===== src/rtl/game_pkg.sv =====
`default_nettype none
// +----------------------------------------------------------------------+
// | Module  : game_pkg                                                   |
// | Purpose : Shared types and constants for the round sequencer slice:  |
// |           state encoding, target one-hot codes, LFSR tap mask and    |
// |           counter widths, plus the LFSR index-to-target decoder.     |
// | Revision: 1.0 - initial release                                      |
// +----------------------------------------------------------------------+
package game_pkg;

  localparam int TGT_W     = 3;   // number of sensor targets
  localparam int WL_W      = 8;   // windows_left width
  localparam int WIN_CNT_W = 32;  // per-window cycle counter width
  localparam int LFSR_W    = 8;

  typedef enum logic [1:0] {
    ST_IDLE   = 2'd0,
    ST_PICK   = 2'd1,
    ST_WINDOW = 2'd2,
    ST_DONE   = 2'd3
  } state_e;

  // Plain-vector aliases of the enum encoding for the state register.
  localparam logic [1:0] S_IDLE   = ST_IDLE;
  localparam logic [1:0] S_PICK   = ST_PICK;
  localparam logic [1:0] S_WINDOW = ST_WINDOW;
  localparam logic [1:0] S_DONE   = ST_DONE;

  localparam logic [TGT_W-1:0] TGT0 = 3'b001;
  localparam logic [TGT_W-1:0] TGT1 = 3'b010;
  localparam logic [TGT_W-1:0] TGT2 = 3'b100;

  // Feedback taps for x^8 + x^6 + x^5 + x^4 + 1 (bits 7,5,4,3).
  localparam logic [LFSR_W-1:0] LFSR_TAPS = 8'hB8;

  // Two LFSR bits give four codes for three targets; code 3 folds onto target 2.
  function automatic logic [TGT_W-1:0] tgt_from_idx(input logic [1:0] idx);
    logic [TGT_W-1:0] oh;
    case (idx)
      2'd0:    oh = TGT0;
      2'd1:    oh = TGT1;
      default: oh = TGT2;
    endcase
    return oh;
  endfunction

endpackage
`default_nettype wire


===== src/rtl/round_sequencer_if.sv =====
`default_nettype none
// +----------------------------------------------------------------------+
// | Module  : round_sequencer_if                                         |
// | Purpose : Bundle of round-control signals between the sequencer and  |
// |           the sensor / score / display side.                         |
// |   start         : level request to begin a game                      |
// |   hit_in[2:0]   : synchronous sensor levels, bit i = target i        |
// |   target_oh[2:0]: one-hot lit target, 0 when none is lit             |
// |   score_inc     : one-cycle pulse per scored hit                     |
// |   window_active : high during every scoring-window cycle             |
// |   windows_left  : windows not yet completed in the current game      |
// |   busy          : high while picking or in a window                  |
// |   game_over     : high once the game has finished                    |
// |   master = sequencer side, slave = environment side                  |
// | Revision: 1.0 - initial release                                      |
// +----------------------------------------------------------------------+
interface round_sequencer_if;
  import game_pkg::*;

  logic             start;
  logic [TGT_W-1:0] hit_in;
  logic [TGT_W-1:0] target_oh;
  logic             score_inc;
  logic             window_active;
  logic [WL_W-1:0]  windows_left;
  logic             busy;
  logic             game_over;

  modport master (
    input  start, hit_in,
    output target_oh, score_inc, window_active, windows_left, busy, game_over
  );

  modport slave (
    output start, hit_in,
    input  target_oh, score_inc, window_active, windows_left, busy, game_over
  );

endinterface
`default_nettype wire


===== src/rtl/target_picker.sv =====
`default_nettype none
// +----------------------------------------------------------------------+
// | Module  : target_picker                                              |
// | Purpose : Supplies the next target to light.                         |
// |           RANDOM_TARGET_EN defined  : 8-bit Fibonacci LFSR, free     |
// |             running, index = lfsr[1:0] with 3 mapped to target 2.    |
// |           RANDOM_TARGET_EN undefined: round-robin 001,010,100,...    |
// |             rewound to 001 on restart.                               |
// | Ports   : clock, reset (sync, active-high), advance (step after a    |
// |           pick), restart (game start), target_oh (candidate target). |
// | Revision: 1.0 - initial release                                      |
// +----------------------------------------------------------------------+
module target_picker
  import game_pkg::*;
#(
  parameter logic [LFSR_W-1:0] LFSR_SEED = 8'hA5
) (
  input  logic             clock,
  input  logic             reset,
  input  logic             advance,
  input  logic             restart,
  output logic [TGT_W-1:0] target_oh
);

`ifdef RANDOM_TARGET_EN
  logic [LFSR_W-1:0] r_lfsr;
  logic              w_unused_ctl;

  // The LFSR free-runs, so the control strobes carry no information here.
  assign w_unused_ctl = advance ^ restart;

  always_ff @(posedge clock) begin
    if (reset) begin
      r_lfsr <= LFSR_SEED;
    end else begin
      r_lfsr <= {r_lfsr[LFSR_W-2:0], ^(r_lfsr & LFSR_TAPS)};
    end
  end

  assign target_oh = tgt_from_idx(r_lfsr[1:0]);
`else
  logic [TGT_W-1:0]  r_ptr;
  logic [LFSR_W-1:0] w_seed_unused;

  assign w_seed_unused = LFSR_SEED;

  always_ff @(posedge clock) begin
    if (reset || restart) begin
      r_ptr <= TGT0;
    end else if (advance) begin
      r_ptr <= {r_ptr[TGT_W-2:0], r_ptr[TGT_W-1]};
    end
  end

  assign target_oh = r_ptr;
`endif

endmodule
`default_nettype wire


===== src/rtl/round_sequencer.sv =====
`default_nettype none
// +----------------------------------------------------------------------+
// | Module  : round_sequencer                                            |
// | Purpose : Game-round controller. On start it runs NUM_WINDOWS timed  |
// |           windows of WINDOW_CYCLES cycles, lights one target per     |
// |           window and emits at most one score_inc per window, for the |
// |           first rising edge on the lit target's sensor.              |
// | Ports   : clock, reset (sync, active-high)                           |
// |           bus (round_sequencer_if.master): start, hit_in, target_oh, |
// |           score_inc, window_active, windows_left, busy, game_over    |
// | Config  : RANDOM_TARGET_EN selects LFSR targets in target_picker.    |
// | Revision: 1.0 - initial release                                      |
// +----------------------------------------------------------------------+
module round_sequencer
  import game_pkg::*;
#(
  parameter int unsigned       WINDOW_CYCLES = 100_000_000,
  parameter int unsigned       NUM_WINDOWS   = 30,
  parameter logic [LFSR_W-1:0] LFSR_SEED     = 8'hA5
) (
  input  logic               clock,
  input  logic               reset,
  round_sequencer_if.master  bus
);

  localparam logic [WIN_CNT_W-1:0] c_win_last    = WIN_CNT_W'(WINDOW_CYCLES - 1);
  localparam logic [WL_W-1:0]      c_num_windows = WL_W'(NUM_WINDOWS);

  logic [1:0]           r_state;
  logic [1:0]           w_state_nxt;
  logic [WIN_CNT_W-1:0] r_win_cnt;
  logic                 r_scored;
  logic [TGT_W-1:0]     r_hit_prev;
  logic [TGT_W-1:0]     w_rise;
  logic [TGT_W-1:0]     r_target_oh;
  logic [TGT_W-1:0]     w_pick_oh;
  logic [WL_W-1:0]      r_windows_left;
  logic [WL_W-1:0]      w_windows_left_dec;
  logic                 r_score_inc;
  logic                 r_window_active;
  logic                 r_busy;
  logic                 r_game_over;
  logic                 w_start_acc;
  logic                 w_win_end;
  logic                 w_hit_lit;
  logic                 w_pick;

  target_picker #(
    .LFSR_SEED (LFSR_SEED)
  ) u_picker (
    .clock     (clock),
    .reset     (reset),
    .advance   (w_pick),
    .restart   (w_start_acc),
    .target_oh (w_pick_oh)
  );

  // Edge history is refreshed every cycle regardless of state, so a sensor
  // already high when a window opens never counts as a new hit.
  always_ff @(posedge clock) begin
    r_hit_prev <= bus.hit_in;
  end

  assign w_rise      = bus.hit_in & ~r_hit_prev;
  assign w_start_acc = ((r_state == S_IDLE) || (r_state == S_DONE)) && bus.start;
  assign w_pick      = (r_state == S_PICK);
  assign w_win_end   = (r_state == S_WINDOW) && (r_win_cnt == c_win_last);
  // r_target_oh is cleared after a score, so only the lit, unscored bit can fire.
  assign w_hit_lit   = (r_state == S_WINDOW) && !r_scored && (|(w_rise & r_target_oh));

  // Saturating decrement: windows_left bottoms out at zero.
  assign w_windows_left_dec = (r_windows_left != '0) ? (r_windows_left - 1'b1) : '0;

  always_comb begin
    w_state_nxt = r_state;
    case (r_state)
      S_IDLE, S_DONE: begin
        if (bus.start) w_state_nxt = S_PICK;
      end
      S_PICK: begin
        w_state_nxt = S_WINDOW;
      end
      S_WINDOW: begin
        if (w_win_end) begin
          w_state_nxt = (w_windows_left_dec == '0) ? S_DONE : S_PICK;
        end
      end
      default: begin
        w_state_nxt = S_IDLE;
      end
    endcase
  end

  // Status outputs are registered from the next state so they line up
  // exactly with the state they describe.
  always_ff @(posedge clock) begin
    if (reset) begin
      r_state         <= S_IDLE;
      r_win_cnt       <= '0;
      r_scored        <= 1'b0;
      r_target_oh     <= '0;
      r_windows_left  <= '0;
      r_score_inc     <= 1'b0;
      r_window_active <= 1'b0;
      r_busy          <= 1'b0;
      r_game_over     <= 1'b0;
    end else begin
      r_state         <= w_state_nxt;
      r_score_inc     <= w_hit_lit;
      r_window_active <= (w_state_nxt == S_WINDOW);
      r_busy          <= (w_state_nxt == S_PICK) || (w_state_nxt == S_WINDOW);
      r_game_over     <= (w_state_nxt == S_DONE);

      if (w_start_acc) begin
        r_windows_left <= c_num_windows;
      end else if (w_win_end) begin
        r_windows_left <= w_windows_left_dec;
      end

      case (r_state)
        S_PICK: begin
          r_target_oh <= w_pick_oh;
          r_win_cnt   <= '0;
          r_scored    <= 1'b0;
        end
        S_WINDOW: begin
          r_win_cnt <= r_win_cnt + 1'b1;
          if (w_hit_lit) r_scored <= 1'b1;
          if (w_hit_lit || w_win_end) r_target_oh <= '0;
        end
        default: begin
          r_target_oh <= '0;
        end
      endcase
    end
  end

  assign bus.target_oh     = r_target_oh;
  assign bus.score_inc     = r_score_inc;
  assign bus.window_active = r_window_active;
  assign bus.windows_left  = r_windows_left;
  assign bus.busy          = r_busy;
  assign bus.game_over     = r_game_over;

endmodule
`default_nettype wire


===== src/flat_wrapper.sv =====
// flat-port wrapper written by rule: the top's interface ports become plain ports
module round_sequencer_flat import game_pkg::*;
#(
  parameter int unsigned       WINDOW_CYCLES = 100_000_000,
  parameter int unsigned       NUM_WINDOWS   = 30,
  parameter logic [LFSR_W-1:0] LFSR_SEED     = 8'hA5
)
  (clock, reset, bus_start, bus_hit_in, bus_target_oh, bus_score_inc, bus_window_active, bus_windows_left, bus_busy, bus_game_over);
  round_sequencer_if bus_i ();
  input  logic clock;
  input  logic reset;
  input wire logic [$bits(bus_i.start)-1:0] bus_start;
  input wire logic [$bits(bus_i.hit_in)-1:0] bus_hit_in;
  output wire logic [$bits(bus_i.target_oh)-1:0] bus_target_oh;
  output wire logic [$bits(bus_i.score_inc)-1:0] bus_score_inc;
  output wire logic [$bits(bus_i.window_active)-1:0] bus_window_active;
  output wire logic [$bits(bus_i.windows_left)-1:0] bus_windows_left;
  output wire logic [$bits(bus_i.busy)-1:0] bus_busy;
  output wire logic [$bits(bus_i.game_over)-1:0] bus_game_over;
  assign bus_i.start = bus_start;
  assign bus_i.hit_in = bus_hit_in;
  assign bus_target_oh = bus_i.target_oh;
  assign bus_score_inc = bus_i.score_inc;
  assign bus_window_active = bus_i.window_active;
  assign bus_windows_left = bus_i.windows_left;
  assign bus_busy = bus_i.busy;
  assign bus_game_over = bus_i.game_over;
  round_sequencer #(.WINDOW_CYCLES(WINDOW_CYCLES), .NUM_WINDOWS(NUM_WINDOWS), .LFSR_SEED(LFSR_SEED)) u_core (.clock(clock), .reset(reset), .bus(bus_i));
endmodule

===== config.mk =====
export PLATFORM = sky130hd
export DESIGN_NAME = round_sequencer_flat
export DESIGN_NICKNAME = d
export VERILOG_FILES = /design/src/rtl/game_pkg.sv /design/src/rtl/round_sequencer_if.sv /design/src/rtl/target_picker.sv /design/src/rtl/round_sequencer.sv /design/src/flat_wrapper.sv
export SDC_FILE = /design/constraint.sdc
export NUM_CORES = 1
export LEC_CHECK = 0
export BUFFER_PORTS_ARGS = -buffer_cell sky130_fd_sc_hd__buf_2
export CAP_MARGIN = 0
export CORE_ASPECT_RATIO = 1.1
export CORE_MARGIN = 2
export CORE_UTILIZATION = 30
export DETAILED_ROUTE_END_ITERATION = 8
export HOLD_SLACK_MARGIN = 0.1
export MAX_ROUTING_LAYER = met4
export PLACE_DENSITY = 0.54
export SYNTH_ARGS = -nofsm -noshare
export SYNTH_HDL_FRONTEND = slang
export SYNTH_SLANG_ARGS = --single-unit

===== constraint.sdc =====
create_clock -name clock -period 2.26 [get_ports clock]
set_input_delay 0.339 -clock clock [delete_from_list [all_inputs] [get_ports clock]]
set_output_delay 0.339 -clock clock [all_outputs]
set_load 0.02 [all_outputs]

==> results_dict.tcl <==
set metrics [dict create \
    status "complete, no violations" \
    n_antenna_cell 0 \
    critPathKind "reg2reg" \
    cap_viol_max_count 0 \
    synthArstFlopShare 0 \
    yosys.cell_types.count 41 \
    p_switching_mw 0.901 \
    leakage_nw 1.18 \
    firstDrtPassIters 4 \
    ys_seq_elements 56 \
    maxSlewViolCount 0 \
    cts_tree "done" \
    p_int_mw 1.68 \
    clock_latency_ns 0.32 \
    synth_nets 310 \
    synth_edf_count 0 \
    min_period_ns 2.21 \
    numCtsBuffers 5 \
    yosysTopAreaCell "dfxtp_1" \
    synth_ff_type "dfxtp_1" \
    p_total_mw 2.58 \
    worst_pin_slew_ns 0.369 \
    fp.dieW_um 92.3 \
    final.setup_skew_ns 0.0137 \
    tns_ns 0 \
    hold_viol 0 \
    first_global_vias 2089 \
    antenna_found_initial 0 \
    fmax_ghz 0.453 \
    core_um2 8360 \
    synth_area_per_cell_um2 8.63 \
    rows 35 \
    ios 21 \
    drc 0 \
    grt_max_degree 33 \
    clk_pin_slew_ns 0.12 \
    critPathLaunchType "flop" \
    die_area_um2 9330 \
    place_congestion 0.793 \
    wirelength_mm 5.69 \
    viasPerCell 4.96 \
    fin_crit_sh 0.977 \
    syn_area_um2 2570 \
    syn_inst 298 \
    finalSetupViolCount 0 \
    power_frac_clock 0.227 \
    cp-end-kind "flop" \
    syn2layout_area_growth_pct 24.8 \
    critPathArrivalTime_ns 2.47 \
    wl_per_cell_um 12.4 \
    start_util 0.308 \
    ys.warnings.count 0 \
    drive_above_1_share 0.241 \
    slew_headroom 0.753 \
    pwr-share-comb 0.332 \
    min_path_type "in2reg" \
    required_ns 2.52 \
    cts_num_sinks 56 \
    synthTopCellsByArea "dfxtp_1 (44%), nor2_1 (4.4%), xnor2_1 (4.1%), a21oi_1 (3.7%), nand2_1 (3.6%)" \
    cts_root_buffer "clkbuf_8" \
    htree_levels 2 \
    die_h_um 101 \
    io_buffers 20 \
    fillCellCount 857 \
    dp_hpwl_mm 3.95 \
    irDropWorstVdd_mv 0.337 \
    whs_ns 0.123 \
    power_density_nw_per_um2 802 \
    initialDrtViolationCount 115 \
    layout.nets 359 \
    yosys.area.top_type_share 0.436 \
    grt_pass1_wl_mm 9.66 \
    p_sw_frac 0.350 \
    gr-usage-all-layers 0.129 \
    seq_power_share 0.441 \
    ant_nets 0 \
    clock_path_buffers 2 \
    grt-ovfl-total 0 \
    vias 2275 \
    critPathMaxFanout 6 \
    seq_area_frac_synth 0.436 \
]
final cells by class:
type                            count  area [um2]  share of cell area
Sequential cell                    56        1130               0.352
Timing Repair Buffer               54         373               0.116
Inverter                           11        41.3              0.0129
Clock inverter                      3        25.0             0.00779
Tap cell                          111         139              0.0433
Multi-Input combinational cell    219        1440               0.447
Clock buffer                        5        68.8              0.0214
layout by cell type (no fill, tap or decap), drive strengths merged, types with 3 or more instances in the layout:
master / Yosys / layout
nor4: 5 / 5
nand4: 10 / 10
buf: 1 / 54
dfxtp: 56 / 56
o21ai: 15 / 15
or4: 8 / 8
o31ai: 3 / 3
xor2: 9 / 9
or2: 3 / 3
inv: 11 / 13
or3: 12 / 12
xnor2: 12 / 12
nand3b: 4 / 4
nor2: 30 / 30
ha: 6 / 6
and4: 4 / 4
nand2: 25 / 25
or4b: 3 / 3
nor4b: 3 / 3
nor2b: 5 / 5
clkbuf: 11 / 5
a31oi: 5 / 5
a21oi: 19 / 19
nand4b: 4 / 4
and3: 4 / 4
nand3: 10 / 10
a211o: 4 / 4
nor3: 4 / 4
critical path, cell delays in order, from the launching register on:
cell      delay, ns
dfxtp_2        0.35
inv_2          0.05
ha_4           0.23
nand4b_1       0.23
nor4_2         0.38
nand4_1        0.19
buf_6          0.18
or4_4          0.41
a21oi_2        0.13
metrics by stage:
step | setup slack [ns] | utilization | cell area (um2) | cells
floorplan | 0.00344 | - | 2590 | 298
global placement | 0.0903 | 0.359 | 3000 | 446
detailed placement | 0.0357 | 0.359 | 3000 | 446
CTS | 0.0154 | 0.370 | 3100 | 454
global route | -0.0127 | 0.384 | 3210 | 459
finish | 0.0516 | 0.384 | 3210 | 459
state kept, by name, summed over array words and instances (netlist names):
register / count
u_core.bus.windows_left: 8
u_core.u_picker.target_oh: 3
u_core.r_hit_prev: 3
u_core.r_win_cnt: 32
u_core.bus.game_over: 1
u_core.bus.target_oh: 3
u_core.bus.busy: 1
u_core.bus.score_inc: 1
u_core.bus.window_active: 1
u_core.r_state: 2
u_core.r_scored: 1
cell families after synthesis:
group                      share of synthesized area
buffers and inverters                         0.0340
adders and majority gates                     0.0292
DFF                                            0.436
xor gates and xnor gates                      0.0715
muxes                                        0.00389
AOI/OAI and AO/OA                              0.114
and+or+nand+nor                                0.312
routing by layer:
layer / routed length, um / global-route usage / up-vias
li1: - / - / 1167
met4: 63 / 0.0321 / 0
met3: 166 / 0.0262 / 7
met1: 2820 / 0.165 / 1072
met2: 2640 / 0.210 / 29
met5: 0 / - / -
power groups by stage:
stage / Sequential, mW / Combinational [mW] / Clock (mW)
final: 1.14 / 0.855 / 0.584
after detailed placement: 1.15 / 0.796 / 0
after global placement: 1.14 / 0.799 / 0
after global routing: 1.15 / 0.955 / 0.641
after floorplan: 1.19 / 0.466 / 0
after CTS: 1.12 / 0.799 / 0.608
Yosys cell counts, types with 5 or more instances:
| library cell | count |
|---|---|
| nor2_1 | 30 |
| nor2b_1 | 5 |
| dfxtp_1 | 56 |
| xnor2_1 | 12 |
| a21oi_1 | 19 |
| ha_1 | 6 |
| nand4_1 | 10 |
| clkbuf_1 | 11 |
| xor2_1 | 9 |
| nand3_1 | 10 |
| or4_1 | 8 |
| or3_1 | 12 |
| nand2_1 | 25 |
| inv_1 | 11 |
| o21ai_0 | 15 |
| a31oi_1 | 5 |
what timing repair did:
item | in CTS | in global routing
hold buffers | 0 | 0
endpoints found under the setup margin | 0 | 13
resized for setup | 0 | 19
setup buffers | 0 | 4
final timing paths:
| check | slack [ns] | cells past startpoint | endpoint | start |
|---|---|---|---|---|
| hold / removal | 0.12 | 1 | u_core.r_hit_prev[1]$_DFF_P_ | bus_hit_in[1] |
| hold reg to reg | 0.47 | 2 | u_core.u_picker.target_oh[2]$_SDFFE_PP0P_ | u_core.u_picker.target_oh[2]$_SDFFE_PP0P_ |
| setup reg to reg | 0.05 | 8 | u_core.r_win_cnt[25]$_SDFFE_PP0N_ | u_core.r_state[0]$_SDFF_PP0_ |
| setup / recovery | 0.05 | 8 | u_core.r_win_cnt[25]$_SDFFE_PP0N_ | u_core.r_state[0]$_SDFF_PP0_ |
No activity file was read; power rests on OpenSTA's default activity.
